File: config.mk
export PLATFORM = sky130hd
export DESIGN_NAME = rr_arb4_dc
export DESIGN_NICKNAME = d
export VERILOG_FILES = /design/src/rtl/rr_arb4_dc.sv
export SDC_FILE = /design/constraint.sdc
export NUM_CORES = 1
export LEC_CHECK = 0
export CAP_MARGIN = 20
export CORE_ASPECT_RATIO = 2
export CORE_MARGIN = 2
export CORE_UTILIZATION = 35
export DETAILED_ROUTE_END_ITERATION = 7
export PLACE_DENSITY = 0.58
export SYNTH_ARGS = -nofsm -noshare
export SYNTH_HDL_FRONTEND = slang
export SYNTH_SLANG_ARGS = --single-unit
File: constraint.sdc
create_clock -name clk -period 2.5 [get_ports clk]
set_clock_uncertainty 0.2 [all_clocks]
set_input_delay 0.375 -clock clk [delete_from_list [all_inputs] [get_ports clk]]
set_output_delay 0.375 -clock clk [all_outputs]
set_load 0.01 [all_outputs]
File: src/rtl/rr_arb4_dc.sv
// Four-requester round-robin arbiter with a registered one-hot grant and a
// per-owner hold limit that forces a handover once others have been waiting.
module rr_arb4_dc #(
  parameter int unsigned MAX_HOLD = 8,
  parameter int unsigned CNT_W    = 8
) (
  input  logic       clk,
  input  logic       rst_n,
  input  logic       ena,
  input  logic [3:0] req,
  output logic [3:0] gnt,
  output logic [1:0] gnt_idx,
  output logic       gnt_vld
);

  typedef enum logic {
    IDLE  = 1'b0,
    GRANT = 1'b1
  } state_e;

  localparam logic [CNT_W-1:0] HOLD_LIM = CNT_W'(MAX_HOLD - 1);
  localparam bit               HOLD_EN  = (MAX_HOLD != 0);

  state_e           state_q, state_d;
  logic [1:0]       idx_q, idx_d;
  logic             vld_q, vld_d;
  logic [1:0]       last_q, last_d;
  logic [CNT_W-1:0] cnt_q, cnt_d;
  logic [3:0]       gnt_q, gnt_d;
  logic [2:0]       pick;

  // Round-robin scan starting after last; {found, index}. excl skips last itself.
  function automatic logic [2:0] rr_pick(input logic [3:0] r,
                                         input logic [1:0] last,
                                         input logic       excl);
    logic [2:0] res;
    logic [1:0] pos;
    res = 3'b000;
    for (int k = 4; k >= 1; k--) begin
      pos = last + 2'(k);
      if (r[pos] && !(excl && (k == 4))) res = {1'b1, pos};
    end
    return res;
  endfunction

  always_ff @(posedge clk or negedge rst_n) begin
    if (!rst_n) begin
      state_q <= IDLE;
      idx_q   <= 2'd0;
      vld_q   <= 1'b0;
      last_q  <= 2'd3;
      cnt_q   <= '0;
      gnt_q   <= 4'b0000;
    end else begin
      state_q <= state_d;
      idx_q   <= idx_d;
      vld_q   <= vld_d;
      last_q  <= last_d;
      cnt_q   <= cnt_d;
      gnt_q   <= gnt_d;
    end
  end

  always_comb begin
    state_d = state_q;
    idx_d   = idx_q;
    vld_d   = vld_q;
    last_d  = last_q;
    cnt_d   = cnt_q;
    pick    = 3'b000;

    if (!ena) begin
      state_d = IDLE;
      vld_d   = 1'b0;
      cnt_d   = '0;
      if (state_q == GRANT) last_d = idx_q;
    end else begin
      case (state_q)
        IDLE: begin
          pick = rr_pick(req, last_q, 1'b0);
          vld_d = pick[2];
          cnt_d = '0;
          if (pick[2]) begin
            idx_d   = pick[1:0];
            state_d = GRANT;
          end
        end
        GRANT: begin
          pick = rr_pick(req, idx_q, 1'b1);
          if (!req[idx_q]) begin
            // Owner released: hand over in the same edge, or fall back to idle.
            last_d = idx_q;
            cnt_d  = '0;
            if (pick[2]) begin
              idx_d = pick[1:0];
            end else begin
              vld_d   = 1'b0;
              state_d = IDLE;
            end
          end else if (!HOLD_EN || (cnt_q < HOLD_LIM)) begin
            if (HOLD_EN) cnt_d = cnt_q + CNT_W'(1);
          end else if (pick[2]) begin
            last_d = idx_q;
            idx_d  = pick[1:0];
            cnt_d  = '0;
          end
        end
        default: begin
          state_d = IDLE;
          vld_d   = 1'b0;
        end
      endcase
    end
  end

  always_comb begin
    gnt_d = vld_d ? (4'b0001 << idx_d) : 4'b0000;
  end

  assign gnt     = gnt_q;
  assign gnt_idx = idx_q;
  assign gnt_vld = vld_q;

endmodule

==> summary by stage, run 1 <==
Routing
The total via count in the routed design is between 1000 and 1500. The total wire length after detailed routing is ~2.9 mm. The sum of met2 wire segment lengths after detailed routing is ~1.6 mm. The pre-antenna-repair detailed-routing pass consisted of 4 iterations. In the routed design, unresolved DRC markers number 0. The count of nets left with antenna violations once routing finished came out at 0. The routed wirelength normalized by instance count is about 16 µm. The total routed wire length on the met1 layer is between 1 and 1.5 mm. The via density per instance is slightly below 6.

Wire segments on met3 add up to around 56 µm in the final route. In this run, the number of DRC markers left after iteration 0 of detailed routing was 13. The uppermost layer routed is met4.

Layout
The fraction of layout cells with a size suffix above 1 is 0.278. The count of non-filler cells in the finished layout is approximately 180. At the end of the flow, the number of nets in the layout was 160. The area growth from synthesis to final layout is 28.0%.

0 antenna diodes ended up in the layout. The end-of-flow core utilization is 0.457.

Clock tree
For this design, the sink count on the clock tree is 18. In this run the deepest clock path goes through 2 buffers. The master cell of the clock root buffer is clkbuf_8.

CTS built an H-tree with a depth of 1. After clock tree synthesis, the clock-pin slew on the worst setup and hold paths is roughly 60 ps. The hold buffer count at CTS is 0. TritonCTS created 3 clock buffers. The clock tree from TritonCTS is built. The clock latency reported for the late side of the worst-skew pair is around 250 ps.

Critical path
The capturing element type of the critical path is a register. The kind of launch point of the worst setup path is a register. The worst setup path is of the register to register kind. The origin of the critical flop-to-flop path is gnt_idx[1]. Data arrives at the worst endpoint at roughly 2300 ps. The source of the critical timing path is gnt_idx[1]. Of all nets on the critical path, the largest fanout is 10. STA puts the critical path data required time at between 2000 and 2500 ps.

Placement
The total placed cells including tap cells is ~180. The number of buffers added on ports is 13. The worst setup timing slack at the placement stage is -241 ps. The final weighted congestion of routability-driven global placement is ~0.85. Detailed placement ended at an HPWL of about 2.3 mm.

Synthesis
The fraction of the mapped netlist area in simple logic gates is 0.211. The share of the synthesized netlist area taken by xor and xnor gates is 0. The commonest cells after synthesis are dfrtp_1, a21oi_1, nand2_1. Of the total synthesized cell area, the portion taken by full adders, half adders and majority gates is 0.0105. The most used flip-flop cell after synthesis is dfrtp_1. By instance count, the leading cell after synthesis is dfrtp_1. The largest family of logic cells by synthesized area is compound AO/OA/AOI/OAI gates. The mux cell area share after synthesis is 0.0639. The per-instance average area after synthesis is just under 10 µm². The number of enable-type register cells in the synthesized netlist is 0.

Of the post-synthesis cell area, the dominant cell type holds 0.335. The number of warnings reported in the yosys synthesis log is 0. The sequential fraction of the synthesis area is 0.379.

The number of instances in the synthesized netlist is about 120. The post-synthesis compound-gate area fraction is 0.273. The number of distinct library cell variants in the gate-level netlist after synthesis is between 50 and 60. In the post-synthesis netlist, the biggest area contributors are dfrtp_1, dfstp_2, a21oi_1, mux2_2, nand2b_1. The cell type with the highest aggregate area in the netlist is dfrtp_1. The number of nets in the synthesized netlist is ~130.

Counting flops with an async set or reset pin after synthesis yields a share of 1.00. After synthesis the cells add up to 0.00119 mm². The register bit total from synthesis is 18.

Job
The number of maximum-capacitance constraint violations is 0.

Outcome
The run finished with clean final reports.

STA
For the pin with the worst max-slew slack, the measured transition is just under 800 ps. The setup slack after layout is 167 ps. For this run, the top clock speed supported by timing is approximately 0.43 GHz.

The final count of hold timing violations is 0. Setup violations remaining at the end of the flow were counted as 0. Setup repair after global routing left no endpoint under its margin.

The number of pins with negative max-slew slack in the final report is 0. Dividing the final minimum period by the clock period gives 0.933. The clock period could shrink to around 2300 ps.

The worst slew margin relative to its limit is 0.473.

Power and ir drop
The peak supply drop is around 550 µV. The total design power is approximately 0.0012 W. Summed over all cells, the static leakage comes to about 0.71 nW. The areal power density over the cells is 795 mW/mm².

Global route
In the global route stage, overall resource usage came out at 0.172. The wire length of the first global-routing pass is between 5 and 6 mm. The residual overflow from global routing is 0. Entering global routing, the biggest net connects 19 pins. The via count of the first global-routing pass was between 1000 and 1500. The number of antenna violations at the first check in global routing was 0.

Die
The floorplan has 30 rows. The die is approximately 45 µm wide. The effective utilization at floorplan is 0.357. The die covers about 0.004 mm². After floorplanning, the core was sized to cover roughly 0.0033 mm².

The top-level I/O count is 14. The floorplan step set the die height to about 87 µm.

Hold path
The class of the most critical hold timing path is register to register. The startpoint identified for the worst hold timing path is cnt_q[7].
[kinds of logic (layout without fill, tap and decap cells)]
group / count (synthesis) / count (layout)
adder cells (fa/ha/maj): 1 / 1
AND/OR/NAND/NOR: 43 / 43
buffers and inverters: 14 / 44
flip-flops: 18 / 18
multiplexers: 6 / 6
AO/OA/AOI/OAI: 39 / 39
[area by class of cell]
class | count | area [µm²]
Clock buffer | 4 | 55.1
Fill cell | 331 | 1810
Inverter | 7 | 26.3
Multi-Input combinational cell | 89 | 666
Sequential cell | 18 | 453
Tap cell | 32 | 40.0
Timing Repair Buffer | 33 | 288
[critical path, cell delays in order (launching register included)]
cell and delay (ps):
dfrtp_1 500, mux4_2 600, buf_4 160, inv_1 110
o32ai_1 90, a21oi_1 230, buf_4 180, and4b_1 190
[layer usage]
metal	vias up	track usage
li1	516	-
met1	518	0.192
met2	18	0.303
met3	7	0.0208
met4	0	0.0856
met5	-	0
[worst paths after layout]
kind                       endpoint  slack, ps  cells past startpoint
hold reg to reg            cnt_q[7]        310                      1
setup / recovery             gnt[0]        170                      7
max in group asynchronous  cnt_q[0]       1220                      1
hold / removal             cnt_q[7]        310                      1
min in group asynchronous    gnt[1]        380                      1
setup reg to reg             gnt[0]        170                      7
[registers in the layout (all words and copies together), names as in the netlist]
| name | flops |
|---|---|
| gnt | 4 |
| cnt_q | 8 |
| last_q | 2 |
| gnt_idx | 2 |
| gnt_vld | 1 |
| state_q | 1 |
[timing repair]
item	in CTS	in global routing
setup buffers	0	0
endpoints found under the setup margin	0	5
resized for setup	0	3
[stage by stage]
stage | hold slack, ps | cell area (µm²) | setup TNS, ps
global route | 336 | 1530 | 0
CTS | 313 | 1520 | 0
floorplan | -121 | 1190 | 0
detailed placement | 298 | 1470 | -1290
finish | 309 | 1530 | 0
global placement | 299 | 1470 | -1290
[where the power goes]
part	switching [W]	internal, W	total [W]
logic	0.000257	0.000294	0.000550
registers	0.0000796	0.000356	0.000436
clock network	0.0000888	0.000140	0.000229
total	0.000425	0.000789	0.00121
[layout by cell type, fill, tap and decap left out, types with 3 or more instances in the layout]
master,n
mux2_2,3
nand3_1,6
buf_4,20
dlymetal6s2s_1,3
and3_1,3
nor2_1,4
inv_1,6
nand2_1,7
a21oi_1,10
nor3_1,4
nand2b_1,5
clkbuf_8,4
dfrtp_1,16
clkdlybuf4s50_1,10
Power figures use the tool's default switching activity.
==> run 2: changes to the inputs <==
ABC_CLOCK_PERIOD_IN_PS = 2500   (was default)
CORE_MARGIN = 1   (was 2)
==> run 2 against run 1 <==
Via count rose by 2.2%. Non-clock buffer count decreased by 1. Total power down 2.3%. Flip-flop and latch count stayed put. Fmax decreased by 3.3%. Worst setup slack got worse by 79 ps. Register-to-register slack improved by 30 ps. Die area fell by 6.6%. Worst hold slack got worse by 67 ps. Final cell count is 1.1% lower. Highest routed layer unchanged. Clock power is 9.2% lower.
==> summary by stage, run 2 (synthesis gave the netlist of run 1 again) <==
Die
The effective utilization at floorplan was 0.374 (was 0.357). The floorplan core area came to 0.00319 mm² (was 0.00334 mm²). The area of the die is 0.00366 mm² (was 0.00392 mm²). The die boundary height was 84.6 µm (was 86.6 µm). The number of standard-cell rows in the floorplan is 29 (was 30). The die width is 43.3 µm (was 45.3 µm). The top-level I/O count is 14 (unchanged).

Clock tree
The quantity of gates resized following cts came to 0 (unchanged). The TritonCTS buffer count is 3 (unchanged). The clock tree from TritonCTS is built (unchanged). The master cell of the clock root buffer is clkbuf_8 (unchanged). The hold buffer count at CTS is 0 (unchanged). The clock latency reported for the late side of the worst-skew pair came to 250 ps (about the same). The clock sink total was 18 (unchanged). The clock-pin slew on the worst setup and hold paths came to 70 ps (was 60 ps). The H-tree depth reported by CTS came to 1 (unchanged). The largest buffer count on any clock path is 2 (unchanged).

The post-CTS setup buffer count is 0 (unchanged).

Power and ir drop
The part of the power in registers was 0.362 (was 0.359). The leakage power is 0.677 nW (was 0.707 nW). The fraction of power consumed by combinational cells was 0.463 (was 0.453).

The net switching power of the design is 0.000432 W (was 0.000425 W). The switching portion of total power is 0.364 (was 0.350). The peak supply drop came to 439 µV (was 551 µV). The total design power was 0.00119 W (was 0.00121 W). The internal power of the cells is 0.000754 W (was 0.000789 W). The clock power share is 0.175 (was 0.188). The areal power density over the cells is 789 mW/mm² (was 795 mW/mm²).

Outcome
Outcome: complete, no violations (unchanged).

Layout
The number of flip-flops in the largest register is 8 (unchanged). The area growth from synthesis to final layout is 26.0% (was 28.0%). The area used by sequential logic in the layout is 453 µm² (unchanged). The end-of-flow core utilization was 0.471 (was 0.457).

The fraction of layout cells with a size suffix above 1 is 0.267 (was 0.278). The leading cell type in the layout, fill and taps excluded is buf_4 (unchanged). Top library cells by usage in the layout, fill and taps aside: buf_4, dfrtp_1, clkdlybuf4s50_1 (was buf_4, dfrtp_1, a21oi_1, clkdlybuf4s50_1, nand2_1).

The count of nets after finishing is 159 (was 160). The diode insertion count for antenna repair is 0 (unchanged). The multi-input gate area in the final layout is 666 µm² (unchanged). The number of fill cells in the layout is 321 (was 331).

The largest register by flop count is cnt_q (unchanged).

STA
The worst slew margin relative to its limit is 0.548 (was 0.473). The number of pins with negative max-slew slack in the final report is 0 (unchanged). The final count of hold timing violations is 0 (unchanged). Unrepaired setup endpoints after global routing: false (unchanged). The time the worst path needs with I/O delays and setup came to 2410 ps (was 2330 ps). The worst hold margin came to 242 ps (was 309 ps). The timing-limited maximum frequency was 0.415 GHz (was 0.429 GHz). The pin slew with the least headroom to its limit is 670 ps (was 788 ps). The ratio of final minimum period to clock period was 0.965 (was 0.933). The final setup TNS is 0 ps (unchanged). The setup slack after layout came to 87.7 ps (was 167 ps). The setup violation total in the final timing report is 0 (unchanged).

Global route
The number of antenna violations at the first check in global routing is 0 (unchanged). The wire length of the first global-routing pass was 4.92 mm (was 5.04 mm). The via count of the first global-routing pass was 1075 (was 1105). The residual overflow from global routing came to 0 (unchanged). The largest net degree at the start of global routing is 19 (unchanged). The overall routing resource usage is 0.175 (was 0.172).

Critical path
The critical path's largest stage delay is 560 ps (was 600 ps). Cell-by-cell trace of the critical path: clkdlybuf4s50_1 > or4_4 > o311ai_1 > a31oi_1 > a31oi_4 > inv_2 > and4b_1 (was mux4_2 > buf_4 > inv_1 > o32ai_1 > a21oi_1 > buf_4 > and4b_1). The register-to-register path setup slack was 200 ps (was 170 ps). The kind of launch point of the worst setup path is an input pin (was register). The maximum net fanout on the critical path was 6 (was 10). The arrival time reported for the critical path endpoint is 2360 ps (was 2320 ps).

The origin of the critical flop-to-flop path is gnt_idx[1] (unchanged). The worst reg2reg path depth is 6 (was 7). The required time at the endpoint of the critical path is 2450 ps (was 2490 ps).

The path type of the worst setup path is input pin to register (was register to register). The end of the worst register-to-register path is gnt[1] (was gnt[0]). The capturing element type of the critical path is a register (unchanged). The library cell contributing the largest single delay on the critical path is or4_4 (was mux4_2).

Routing
The routed wirelength normalized by instance count was 16.4 µm (was 15.7 µm). The number of design rule violations left after detail routing is 0 (unchanged). The first-pass iteration count of the detailed router was 4 (unchanged). The total wire length after detailed routing came to 2.97 mm (was 2.86 mm).

The total via count in the routed design was 1082 (was 1059). The number of DRC markers in iteration 0 is 29 (was 13). The via density per instance is 5.98 (was 5.79).

The number of routed nets with antenna violations is 0 (unchanged).

Placement
The final weighted congestion of routability-driven global placement came to 0.827 (was 0.852). The worst setup timing slack at the placement stage was -240 ps (was -241 ps). The HPWL after detailed placement came to 2.32 mm (about the same). The number of buffers added on ports is 13 (unchanged).

Job
The number of maximum-capacitance constraint violations is 0 (unchanged).

Hold path
The class of the most critical hold timing path is input pin to asynchronous set/reset pin (was register to register).
-- run 2: cell types whose count changed in the layout (fill, tap and decap cells not counted) --
cell / previous run / this run
clkbuf_8: 4 / 3
buf_4: 20 / 19
clkbuf_1: 0 / 1
dlymetal6s2s_1: 3 / 1
clkdlybuf4s50_1: 10 / 12
-- run 2: through the flow --
step	instance area, µm²	cells
CTS	1500	181
floorplan	1190	121
detailed placement	1460	177
global route	1500	181
global placement	1460	177
finish	1500	181
-- run 2: how the worst max path moves through the flow --
stage	from	endpoint	slack [ps]	cells after the start
after global placement	req[2]	gnt[1]	-240	7
final	req[3]	gnt[1]	90	7
after floorplan	cnt_q[0]	gnt[0]	400	6
after detailed placement	req[2]	gnt[1]	-240	7
after global routing	req[3]	gnt[1]	10	7
after CTS	req[2]	gnt[1]	30	7
-- run 2: worst max-delay path: cells and delay by family --
family / cells / cell delay [ps]
AOI/OAI and AO/OA: 3 / 650
and+or+nand+nor: 2 / 740
buffers and inverters: 2 / 590
-- run 2: power groups by stage --
stage	clock network, W	logic [W]	registers [W]
after detailed placement	0	0.000552	0.000434
after global placement	0	0.000543	0.000436
after floorplan	0	0.000356	0.000421
after global routing	0.000231	0.000596	0.000440
final	0.000208	0.000549	0.000429
after CTS	0.000215	0.000553	0.000429
-- run 2: metal layers --
| metal | share of wire | routed length, µm | global-route usage |
|---|---|---|---|
| met5 | 0 | 0 | 0 |
| met3 | 0.015 | 46 | 0.0172 |
| met2 | 0.55 | 1640 | 0.301 |
| met4 | 0.027 | 80 | 0.113 |
| met1 | 0.40 | 1200 | 0.194 |
-- run 2: layout make-up --
type | count | area share
Inverter | 7 | 0.0175
Sequential cell | 18 | 0.301
Tap cell | 31 | 0.0258
Clock buffer | 4 | 0.0300
Timing Repair Buffer | 32 | 0.183
Multi-Input combinational cell | 89 | 0.443
